## config.mk

```make
export PLATFORM = sky130hd
export DESIGN_NAME = ip_to_mac_arb
export DESIGN_NICKNAME = d
export VERILOG_FILES = /design/src/rtl/ip_to_mac_pkg.sv /design/src/rtl/ip_to_mac_arb_rr_arbiter.sv /design/src/rtl/ip_to_mac_arb.sv
export SDC_FILE = /design/constraint.sdc
export NUM_CORES = 1
export LEC_CHECK = 0
export ABC_CLOCK_PERIOD_IN_PS = 2800
export BUFFER_PORTS_ARGS = -buffer_cell sky130_fd_sc_hd__buf_2
export CAP_MARGIN = 30
export CORE_MARGIN = 2
export CORE_UTILIZATION = 40
export CTS_BUF_LIST = sky130_fd_sc_hd__clkbuf_16
export CTS_CLUSTER_DIAMETER = 80
export CTS_CLUSTER_SIZE = 20
export DETAILED_ROUTE_END_ITERATION = 8
export PLACE_DENSITY = 0.77
export SLEW_MARGIN = 20
export SYNTH_ARGS = -nofsm -noshare
export SYNTH_HDL_FRONTEND = slang
export SYNTH_HIERARCHICAL = 1
export SYNTH_SLANG_ARGS = --single-unit
```

## constraint.sdc

```tcl
create_clock -name clk -period 2.8 [get_ports clk]
set_input_delay 0 -clock clk [delete_from_list [all_inputs] [get_ports clk]]
set_output_delay 0 -clock clk [all_outputs]
set_load 0.05 [all_outputs]
```

## src/rtl/ip_to_mac_pkg.sv

```systemverilog
// Shared types and widths for the IP->MAC lookup arbiter.
// Latency: n/a (types and constants only).
// Backpressure: n/a.
//
// Contents: address widths used on the requester and lookup-unit buses,
// and the arbiter FSM state encoding.
package ip_to_mac_pkg;

   localparam int IP_ADDR_W  = 32;
   localparam int MAC_ADDR_W = 48;

   typedef enum logic [1:0] {
      IDLE   = 2'd0,
      LOOKUP = 2'd1,
      RESP   = 2'd2
   } arb_state_e;

endpackage

```

## src/rtl/ip_to_mac_arb_rr_arbiter.sv

```systemverilog
// Round-robin selector: first asserted request at or above the pointer, wrapping.
// Latency: purely combinational.
// Backpressure: none; the caller decides when the grant is taken.
//
// Ports:
//   req     in   NUM_REQ  request vector
//   ptr     in   REQ_W    index that has highest priority this cycle
//   gnt     out  NUM_REQ  one-hot grant (all zero when no request)
//   gnt_idx out  REQ_W    binary index of the grant
//   gnt_any out  1        at least one request asserted
module rr_arbiter #(
   parameter int NUM_REQ = 4,
   parameter int REQ_W   = $clog2(NUM_REQ)
) (
   input  logic [NUM_REQ-1:0] req,
   input  logic [REQ_W-1:0]   ptr,
   output logic [NUM_REQ-1:0] gnt,
   output logic [REQ_W-1:0]   gnt_idx,
   output logic               gnt_any
);

   logic [REQ_W-1:0] w_cand;

   always_comb begin
      gnt     = '0;
      gnt_idx = '0;
      gnt_any = 1'b0;
      w_cand  = '0;
      for (int k = 0; k < NUM_REQ; k++) begin
         w_cand = REQ_W'((int'(ptr) + k) % NUM_REQ);
         if (!gnt_any && req[w_cand]) begin
            gnt_any     = 1'b1;
            gnt[w_cand] = 1'b1;
            gnt_idx     = w_cand;
         end
      end
   end

endmodule

```

## src/rtl/ip_to_mac_arb.sv

```systemverilog
// Round-robin sequencer sharing one IP->MAC lookup unit among NUM_REQ requesters.
// Latency: accept in cycle N, lookup in N+1, resp_val from N+2; accepts >= 3 cycles apart.
// Backpressure: one request in flight; no new grant until the winner takes its response.
//
// Ports:
//   clk, rst                   clock, synchronous active-high reset
//   req_ip_val/addr/rdy        requester side (addr packed, requester i at [i*IP_ADDR_W +: IP_ADDR_W])
//   resp_val/mac_addr/hit/rdy  response back to the winner (mac/hit shared, qualified by resp_val)
//   lkup_*                     handshake to the single lookup unit
//   stat_hit_cnt/miss_cnt      only when IP_TO_MAC_ARB_STATS_EN is defined
module ip_to_mac_arb
   import ip_to_mac_pkg::*;
#(
   parameter int NUM_REQ = 4
) (
   input  logic                           clk,
   input  logic                           rst,
   input  logic [NUM_REQ-1:0]             req_ip_val,
   input  logic [NUM_REQ*IP_ADDR_W-1:0]   req_ip_addr,
   output logic [NUM_REQ-1:0]             req_ip_rdy,
   output logic [NUM_REQ-1:0]             resp_val,
   output logic [MAC_ADDR_W-1:0]          resp_mac_addr,
   output logic                           resp_hit,
   input  logic [NUM_REQ-1:0]             resp_rdy,
   output logic [IP_ADDR_W-1:0]           lkup_ip_addr,
   output logic                           lkup_ip_val,
   input  logic                           lkup_ip_rdy,
   input  logic [MAC_ADDR_W-1:0]          lkup_mac_addr,
   input  logic                           lkup_mac_val,
   input  logic                           lkup_mac_hit,
   output logic                           lkup_mac_rdy
`ifdef IP_TO_MAC_ARB_STATS_EN
   ,
   output logic [31:0]                    stat_hit_cnt,
   output logic [31:0]                    stat_miss_cnt
`endif
);

   localparam int REQ_W = $clog2(NUM_REQ);

   arb_state_e             r_state;
   arb_state_e             w_next_state;
   logic [REQ_W-1:0]       r_ptr;
   logic [REQ_W-1:0]       r_win;
   logic [IP_ADDR_W-1:0]   r_ip;
   logic [MAC_ADDR_W-1:0]  r_mac;
   logic                   r_hit;

   logic [NUM_REQ-1:0]     w_gnt;
   logic [REQ_W-1:0]       w_gnt_idx;
   logic                   w_gnt_any;
   logic [IP_ADDR_W-1:0]   w_sel_ip;
   logic                   w_accept;
   logic                   w_lkup_done;
   logic                   w_resp_done;

   rr_arbiter #(
      .NUM_REQ (NUM_REQ),
      .REQ_W   (REQ_W)
   ) u_rr (
      .req     (req_ip_val),
      .ptr     (r_ptr),
      .gnt     (w_gnt),
      .gnt_idx (w_gnt_idx),
      .gnt_any (w_gnt_any)
   );

   assign w_sel_ip    = req_ip_addr[w_gnt_idx*IP_ADDR_W +: IP_ADDR_W];
   // The grant only ever covers asserted requests, so any grant in IDLE is an accept.
   assign w_accept    = (r_state == IDLE) && w_gnt_any;
   // Lookup completes only when both halves of the lookup handshake are present.
   assign w_lkup_done = (r_state == LOOKUP) && lkup_mac_val && lkup_ip_rdy;
   assign w_resp_done = (r_state == RESP) && resp_rdy[r_win];

   // State register
   always_ff @(posedge clk) begin
      if (rst) r_state <= IDLE;
      else     r_state <= w_next_state;
   end

   // Next-state logic
   always_comb begin
      w_next_state = r_state;
      case (r_state)
         IDLE:    if (w_accept)    w_next_state = LOOKUP;
         LOOKUP:  if (w_lkup_done) w_next_state = RESP;
         RESP:    if (w_resp_done) w_next_state = IDLE;
         default:                  w_next_state = IDLE;
      endcase
   end

   // Outputs
   always_comb begin
      req_ip_rdy    = '0;
      resp_val      = '0;
      resp_mac_addr = '0;
      resp_hit      = 1'b0;
      lkup_ip_addr  = '0;
      lkup_ip_val   = 1'b0;
      lkup_mac_rdy  = 1'b0;
      case (r_state)
         IDLE: req_ip_rdy = w_gnt;
         LOOKUP: begin
            lkup_ip_val  = 1'b1;
            lkup_mac_rdy = 1'b1;
            lkup_ip_addr = r_ip;
         end
         RESP: begin
            resp_val      = {{(NUM_REQ-1){1'b0}}, 1'b1} << r_win;
            resp_mac_addr = r_mac;
            resp_hit      = r_hit;
         end
         default: ;
      endcase
   end

   // Request/response latches and round-robin pointer
   always_ff @(posedge clk) begin
      if (rst) begin
         r_ptr <= '0;
         r_win <= '0;
         r_ip  <= '0;
         r_mac <= '0;
         r_hit <= 1'b0;
      end else begin
         if (w_accept) begin
            r_win <= w_gnt_idx;
            r_ip  <= w_sel_ip;
            r_ptr <= (int'(w_gnt_idx) == NUM_REQ - 1) ? '0 : w_gnt_idx + 1'b1;
         end
         if (w_lkup_done) begin
            // A miss returns an all-zero MAC regardless of what the lookup bus carries.
            r_mac <= lkup_mac_hit ? lkup_mac_addr : '0;
            r_hit <= lkup_mac_hit;
         end
      end
   end

`ifdef IP_TO_MAC_ARB_STATS_EN
   logic [31:0] r_hit_cnt;
   logic [31:0] r_miss_cnt;

   always_ff @(posedge clk) begin
      if (rst) begin
         r_hit_cnt  <= '0;
         r_miss_cnt <= '0;
      end else if (w_lkup_done) begin
         if (lkup_mac_hit) r_hit_cnt  <= r_hit_cnt + 32'd1;
         else              r_miss_cnt <= r_miss_cnt + 32'd1;
      end
   end

   assign stat_hit_cnt  = r_hit_cnt;
   assign stat_miss_cnt = r_miss_cnt;
`endif

endmodule
```

=== Word level (Yosys, flattened, before mapping) ===
Index checks and enable logic that the tools add are counted.
Widths: inputs -> output; s select.

* Memories kept: 0
* RAM bits: 0
* Register bits after elaboration: 87
* Latch bits: 0
* ROM bits: 0

* Muxes and demuxes: 42
* Bitwise logic cells: 3
* Equality and inequality tests: 6
* Div/mod/pow operators: 0
* Add/sub/neg operators: 4
* Reductions and logical operators: 16
* Shift-type cells: 2
* Magnitude comparators: 9
* Multipliers: 0

{| class="wikitable"
|+ Operator list
! kind !! count
|-
| $shiftx 128x8->32 || 1
|-
| $mux 48 || 2
|-
| $mux 32 || 1
|-
| $mux 4 || 6
|-
| $mux 2 || 8
|-
| $lt 2x3->1 const B || 5
|-
| $mux 1 || 15
|-
| $or 4x4->4 || 3
|-
| $logic_and 1x1->1 || 11
|-
| $bmux 1 s2 || 5
|-
| $demux 1 s2 || 4
|-
| $ge 2x1->1 const B || 4
|-
| $ne 2x2->1 const B || 3
|-
| $pmux 2 s3 || 1
|-
| $add 2x1->2 const B || 2
|-
| $add 2x2->2 const B || 2
|-
| $eq 2x1->1 const B || 2
|-
| $shl 1x2->4 const A || 1
|-
| $logic_not 1->1 || 3
|-
| $reduce_and 3->1 || 1
|-
| $eq 2x2->1 const B || 1
|-
| $logic_not 2->1 || 1
|}

=== Longest topological paths before layout ===
Gate-level depths: netlist of run 1.

* Word-level depth: 15
* Gate-level depth with buffers: 13

=== Hierarchy ===
The synthesis of run 1 kept the hierarchy.

{| class="wikitable"
|+ Modules (own cells, without submodules)
! module !! area each (um^2) !! cells an instance !! instances
|-
| ip_to_mac_arb || 4,404.2 || 460 || 1
|-
| rr_arbiter || 419.2 || 45 || 1
|}

=== Worst setup path before layout of run 1 ===
No wires, ideal clock.

* Path kind: reg2reg
* Start point: reg r_ptr[0]
* End point: reg r_ip[10]
* Data required time: 2,683 ps
* Path slack: -249 ps
* Arrival: 2,933 ps
* Cell stages (with the launch flop): 12
* Path buffers: 4
* Period minus slack after synthesis: 3,049 ps
* Cells stage by stage: dfxtp_1 buf_6 inv_1 ha_1 mux4_2 buf_6 o311ai_0 a32o_1 clkbuf_1 clkbuf_1 mux4_2 a22o_1

* Longest elaborated chain between the ends: 13
* Elaborated cells between the ends (all ways): 27
* Those cells by class: add/sub: 3; shift: 1; mux: 16; reduce/logical: 7

{| class="wikitable"
|+ RTL lines
! item !! RTL line !! text
|-
| start: declaration || ip_to_mac_arb.sv:43 || <nowiki>logic [REQ_W-1:0] r_ptr;</nowiki>
|-
| start signal: assignment || ip_to_mac_arb.sv:129 || <nowiki>r_ptr <= (int'(w_gnt_idx) == NUM_REQ - 1) ? '0 : w_gnt_idx + 1'b1;</nowiki>
|-
| branches (longest 11 deep; another with $add 2x1->2) || n/a ||
|-
| $mux 2 * || ip_to_mac_arb_rr_arbiter.sv:31 || <nowiki>if (!gnt_any && req[w_cand]) begin</nowiki>
|-
| via w_gnt_idx[1] || ip_to_mac_arb.sv:50 || <nowiki>logic [REQ_W-1:0] w_gnt_idx;</nowiki>
|-
| $shiftx 128x8->32 * || ip_to_mac_arb.sv:68 || <nowiki>assign w_sel_ip = req_ip_addr[w_gnt_idx*IP_ADDR_W +: IP_ADDR_W];</nowiki>
|-
| end signal: assignment || ip_to_mac_arb.sv:128 || <nowiki>r_ip <= w_sel_ip;</nowiki>
|-
| end: declaration || ip_to_mac_arb.sv:45 || <nowiki>logic [IP_ADDR_W-1:0] r_ip;</nowiki>
|}

Mark *: on every way through the listed nets, which the timed path passes. The select of a mux whose other input is x is not followed.
A chain may end at the register's enable or synchronous reset.

=== Worst setup path in the final report of run 1 ===
* Start point: reg r_ptr[0]
* End point: reg r_ip[3]

The elaborated chain is that of the path after synthesis.

==> flow_summary_export.csv, run 1 <==
group,metric,value,unit
yosys,yosysTopAreaCellShare,36.1,%
yosys,yosysTopAreaCell,"dfxtp_1",
critical_path,setup.worst_path.start,"r_ptr[0]$_SDFFE_PP0P_",
routing,drc,0,
routing,drtIter0Drc,342,
critical_path,cp-end-kind,"flop",
finish,fin_util,61.4,%
worst_hold_path,hold_class,"in -> reg",
power,leakage,3.41,nW
finish,syn_to_final_growth,51.7,%
routing,drt_pass1_iterations,7,
clock_tree,cts.sinks,87,
critical_path,critPathKind,"reg -> reg",
yosys,ys_seq_elements,87,
yosys,async_reset_ff_share,0,%
clock_tree,cts_inserted_buffers,9,
clock_tree,cts_tree,"done",
placement,place_hpwl,11200,um
global_routing,antenna_found_initial,0,
placement,dp_slack,-26.8,ps
yosys,synth-edff-count,0,
yosys,seq_area_frac_synth,36.1,%
yosys,yosysMostFrequentCell,"dfxtp_1",
floorplanning,die_y,114,um
timing,tightest_slew,897,ps
critical_path,reg2reg_depth,10,
timing,finalCritPeriodShare,97.0,%
finish,stdcell_count,975,
routing,wirelength,16700,um
timing,whs,28.4,ps
yosys,yosys_warnings,6,
clock_tree,clk_pin_slew_worst_paths,60,ps
timing,skew,7.61,ps
floorplanning,die_x,114,um
critical_path,crit_arrival,2940,ps
finish,fillerInstances,996,
yosys,syn_avg_cell_area,9.55,sq um
routing,viasPerCell,5.25,
yosys,syn-num-nets,700,
timing,setup_violations,0,
clock_tree,cts.path.max_buffers,2,
run,cap_violations,0,
global_routing,grt.overflow.total,0,
global_routing,grtUsageTotal,24.3,%
critical_path,worst-path-max-fanout,17,
critical_path,critPathMaxStageDelay,400,ps
finish,nets,1018,
power,powerDensity,867,nW/um^2
timing,timing.final.ws_setup,84.3,ps
placement,finalWeightedCongestion,0.874,
timing,fmax,368,MHz
critical_path,r2r_slack,80,ps
power,max-vdd-ir-drop,0.000683,V
critical_path,r2r-end,"r_ip[3]$_SDFFE_PP0P_",
yosys,ys.flop_type,"dfxtp_1",
critical_path,path_cells,"inv_4 > ha_4 > mux4_2 > buf_4 > nor4_1 > nor2_1 > a32o_2 > buf_12 > mux4_2 > a22o_1",
floorplanning,rows,40,
critical_path,cp_slowest_cell,"dfxtp_4",
timing,slew_headroom,40.2,%
floorplanning,core,11900,sq um
yosys,synth.distinct_cells,36,
placement,place_inst,901,
yosys,ys_top_cells_by_count,"dfxtp_1, and2_1, nand2_1",
outcome,run_status,"completed",
critical_path,cp.required,3030,ps
critical_path,crit_top_cell,"mux4_2",
timing,hold_viol_final,0,
global_routing,grt_pass1_wl,24900,um
critical_path,crit_end,"r_ip[3]$_SDFFE_PP0P_",
floorplanning,ios,280,
routing,vias,5114,
routing,wl_per_cell,17.1,um
timing,final.setup.tns,0,ps
timing,min_period,2720,ps
yosys,syn_area,4820,sq um
clock_tree,cts_max_level,3,
global_routing,first_global_vias,5062,
yosys,synthCells,505,
floorplanning,die_area,13000,sq um
global_routing,grt_max_degree,53,
timing,finalMaxSlewViolations,0,
critical_path,start_kind,"flop",
clock_tree,cts_root_buf,"clkbuf_16",
yosys,netlist_top_cells_area,"dfxtp_1, mux4_2, and2_1, a22o_1, a21oi_1",
finish,drive_above_1_share,45.2,%
routing,ant_nets,0,
critical_path,reg2reg_from,"r_ptr[0]$_SDFFE_PP0P_",
finish,antenna_cells,0,
floorplanning,start_util,40.5,%
placement,portBuffers,279,
clock_tree,insertion_delay,330,ps
==> flip-flops by register name (all words and copies together), names as in the netlist <==
name and cells:
r_ip 32, r_hit 1, r_mac 48, r_win 2
r_state 2, r_ptr 2
==> kinds of logic after synthesis <==
logic type               after synthesis  share of synthesized area (%)
AND/OR/NAND/NOR                      213                           23.8
AO/OA/AOI/OAI                        101                           13.7
flip-flops                            87                           36.1
buffers and inverters                 54                           5.89
multiplexers                          44                           18.9
adder cells (fa/ha/maj)                6                           1.56
==> layout by cell type (no fill, tap or decap), types with 3 or more instances in the layout <==
cell | synthesis | routed
a22oi_1 | 8 | 8
nor2_1 | 12 | 11
inv_1 | 4 | 3
ha_1 | 6 | 5
buf_2 | 8 | 279
nand3_1 | 48 | 48
a21oi_1 | 51 | 51
dlygate4sd3_1 | 0 | 50
dfxtp_1 | 87 | 85
mux4_2 | 35 | 35
clkbuf_16 | 0 | 10
a22o_1 | 32 | 32
nand2_1 | 53 | 53
and2_1 | 85 | 85
o21ai_0 | 5 | 4
buf_4 | 7 | 23
mux2i_1 | 5 | 5
nor2b_2 | 0 | 3
bufinv_16 | 0 | 3
==> worst min-delay path by stage <==
stage                      startpoint                      end  cells after the start
floorplan            lkup_mac_addr[0]    r_mac[0]$_SDFFE_PP0P_                      2
global placement    lkup_mac_addr[30]   r_mac[30]$_SDFFE_PP0P_                      3
detailed placement  lkup_mac_addr[45]   r_mac[45]$_SDFFE_PP0P_                      3
CTS                       lkup_ip_rdy  r_state[0]$_SDFFE_PP0P_                      4
global route              lkup_ip_rdy  r_state[0]$_SDFFE_PP0P_                      4
finish                    lkup_ip_rdy  r_state[0]$_SDFFE_PP0P_                      4
==> power by group <==
part           switching [mW]  total, mW  leakage (nW)  internal [mW]
logic                    1.62       3.26          2.52           1.64
clock network           0.495       1.36         0.171          0.867
registers               0.190       1.72         0.711           1.53
total                    2.31       6.34          3.41           4.04
==> through the flow <==
stage	total power, mW	area, sq um
CTS	6.21	7240
global route	6.68	7320
detailed placement	4.65	6350
finish	6.34	7320
floorplan	4.03	4870
global placement	4.58	6350
==> cell type report <==
cell class	count	area (sq um)	area share (%)
inverters	4	17.5	0.239
flip-flops and latches	87	1750	23.9
well taps	147	184	2.51
repair buffers	357	2190	29.9
multi-input cells	364	2840	38.8
clock inverters	7	113	1.54
clock buffers	9	225	3.08
==> critical path, delay by kind of cell (launching register included) <==
| kind | cells | cell delay, ps |
|---|---|---|
| multiplexers | 2 | 680 |
| AND/OR/NAND/NOR | 2 | 310 |
| flip-flops | 1 | 400 |
| adder cells (fa/ha/maj) | 1 | 280 |
| AO/OA/AOI/OAI | 2 | 510 |
| buffers and inverters | 3 | 410 |
==> repair_timing <==
item,4_1_cts,5_1_grt
hold buffers,50,0
hold endpoints to repair,52,0
resized for setup,2,6
setup buffers,1,5
gates cloned,1,1
setup endpoints to repair,24,32
pin swaps,1,1
==> routing by layer <==
metal	wire, um	up-vias	part of all wire (%)	global-route usage [%]
met5	0	-	0	0
met4	357	0	2.1	7.48
met3	1230	28	7.4	6.32
met2	8850	223	53	45.9
met1	6230	2419	37	26.4
li1	-	2444	-	-
Power figures use the tool's default switching activity.
==> run 2: changes to the inputs <==
- CELL_PAD_IN_SITES_DETAIL_PLACEMENT: not set -> 0
- CELL_PAD_IN_SITES_GLOBAL_PLACEMENT: not set -> 1
- CORE_UTILIZATION: 40 -> 28
- GPL_TIMING_DRIVEN: not set -> 0
- PLACE_DENSITY: 0.77 -> not set
- PLACE_DENSITY_LB_ADDON: not set -> 0.1
==> run 2 against run 1 <==
Non-clock buffer count rose by 45. Setup slack lost 42 ps. Hold slack improved by 36 ps. Final area rose by 5.4%. Utilization is 15 points lower. Sequential share of layout area down 1.2 points. Register-to-register slack worse by 40 ps. Cell count rose by 12%. Critical path type unchanged. Critical endpoint is now r_ip[10]$_SDFFE_PP0P_.
==> flow_summary_export.csv, run 2 (synthesis results as in run 1) <==
group,metric,value,unit
floorplanning,die_y,135,um
timing,rsz0062_at_grt,"true",
power,max-vdd-ir-drop,0.000466,V
global_routing,busiest_layer,"met2",
finish,antenna_cells,0,
timing,timing.final.ws_setup,41.9,ps
timing,min_period,2760,ps
placement,place_hpwl,13300,um
global_routing,grt.met1_usage,21.5,%
finish,fin_util,46.2,%
finish,final_cell_mix,"buf_2, and2_1, dfxtp_1",
global_routing,gr-usage-met2,33.4,%
routing,wirelength,17200,um
worst_hold_path,hold_class,"in -> reg",
placement,finalWeightedCongestion,0.821,
routing,drc,0,
placement,postPlaceCellArea,6540,sq um
placement,portBuffers,278,
clock_tree,cts_root_buf,"clkbuf_16",
clock_tree,insertion_delay,340,ps
floorplanning,rows,47,
finish,final_common_cell,"buf_2",
placement,place_inst,1003,
clock_tree,cts.sinks,87,
power,powerDensity,865,nW/um^2
routing,wl_per_cell,15.7,um
finish,stdcell_count,1093,
clock_tree,cts_max_level,3,
timing,fmax,363,MHz
timing,slew_headroom,54.8,%
clock_tree,cts_inserted_buffers,9,
timing,finalCritPeriodShare,98.5,%
finish,final_area,7710,sq um
outcome,run_status,"completed",
finish,syn_to_final_growth,59.8,%
global_routing,grt_pass1_wl,26500,um
timing,tightest_slew,677,ps
power,leakage,3.55,nW
global_routing,first_global_vias,5413,
critical_path,worst-path-max-fanout,7,
routing,viasPerCell,4.75,
finish,drive_above_1_share,44.8,%
global_routing,grt.overflow.total,0,
floorplanning,start_util,28.9,%
floorplanning,die_area,18300,sq um
clock_tree,cts_tree,"done",
global_routing,grt_max_degree,16,
global_routing,met3_usage,3.48,%
finish,largestRegisters,"r_mac x48, r_ip x32",
critical_path,critPathKind,"reg -> reg",
global_routing,grtUsageTotal,18.3,%
floorplanning,die_x,135,um
global_routing,antenna_found_initial,0,
timing,skew,7.03,ps
critical_path,crit_arrival,2990,ps
run,cap_violations,0,
clock_tree,cts.path.max_buffers,2,
critical_path,cp.required,3030,ps
routing,ant_nets,0,
floorplanning,ios,280,
critical_path,cp-end-kind,"flop",
power,power,6.67,mW
routing,drt_pass1_iterations,4,
placement,dp_slack,-522,ps
timing,setup_violations,0,
routing,drtIter0Drc,158,
timing,hold_viol_final,0,
finish,nets,1063,
finish,largest_reg_flops,48,
timing,finalMaxSlewViolations,0,
clock_tree,clk_pin_slew_worst_paths,60,ps
finish,top_register,"r_mac",
critical_path,start_kind,"flop",
routing,vias,5194,
floorplanning,core,16700,sq um
## run 2: cell count changes in the layout (fill, tap and decap cells not counted), moves of 3 or more
cell	before	now
clkbuf_1	0	19
buf_1	0	5
buf_6	0	7
buf_2	279	285
nor2b_2	3	0
buf_12	2	6
nor2b_1	0	3
## run 2: layer usage
metal	vias to the layer above	wire, um
met5	-	0
met3	19	1050
met2	196	8620
met4	0	323
met1	2444	7220
li1	2535	-
## run 2: path summary, 6_finish.rpt
kind / from / to / slack (ps) / depth (start not counted)
worst min register to register: r_mac[15]$_SDFFE_PP0P_ / r_mac[15]$_SDFFE_PP0P_ / 450 / 2
worst max register to register: r_ptr[0]$_SDFFE_PP0P_ / r_ip[10]$_SDFFE_PP0P_ / 40 / 11
worst min-delay path: lkup_mac_hit / r_mac[19]$_SDFFE_PP0P_ / 60 / 3
worst max-delay path: r_ptr[0]$_SDFFE_PP0P_ / r_ip[10]$_SDFFE_PP0P_ / 40 / 11
## run 2: what timing repair did
| action | in CTS | in global routing |
|---|---|---|
| hold buffers | 50 | 0 |
| hold endpoints to repair | 49 | 0 |
| setup endpoints to repair | 33 | 32 |
| cloned | 2 | 0 |
| pin swaps | 4 | 2 |
| gates resized for setup | 29 | 2 |
| buffers inserted | 19 | 5 |
## run 2: power breakdown
part / internal, mW / switching [mW]
sequential: 1.53 / 0.168
clock: 0.693 / 0.502
combinational: 2.02 / 1.76
total: 4.24 / 2.43
## run 2: metrics by stage
stage	hold WS [ps]	setup TNS [ps]
after floorplan	167	-287
after global placement	275	-13140
after detailed placement	281	-15020
after CTS	44.2	-9.49
after global routing	75.0	-1030
final	63.9	0
## run 2: cell type report
| type | count | area, sq um |
|---|---|---|
| clock buffers | 9 | 225 |
| fillers | 1711 | 8990 |
| clock inverters | 7 | 71.3 |
| multi-input cells | 364 | 2830 |
| plain buffers | 48 | 365 |
| well taps | 220 | 275 |
| inverters | 4 | 20.0 |
| flip-flops and latches | 87 | 1750 |
| repair buffers | 354 | 2170 |
## run 2: worst max-delay path, stage by stage, from the launching register on
cell and delay (ps):
dfxtp_4 410, clkinv_4 70, ha_4 260, mux4_2 290
buf_6 150, and2b_2 220, o21ai_2 70, o31ai_4 70
buf_6 160, bufbuf_16 260, mux4_2 500, a22o_1 190
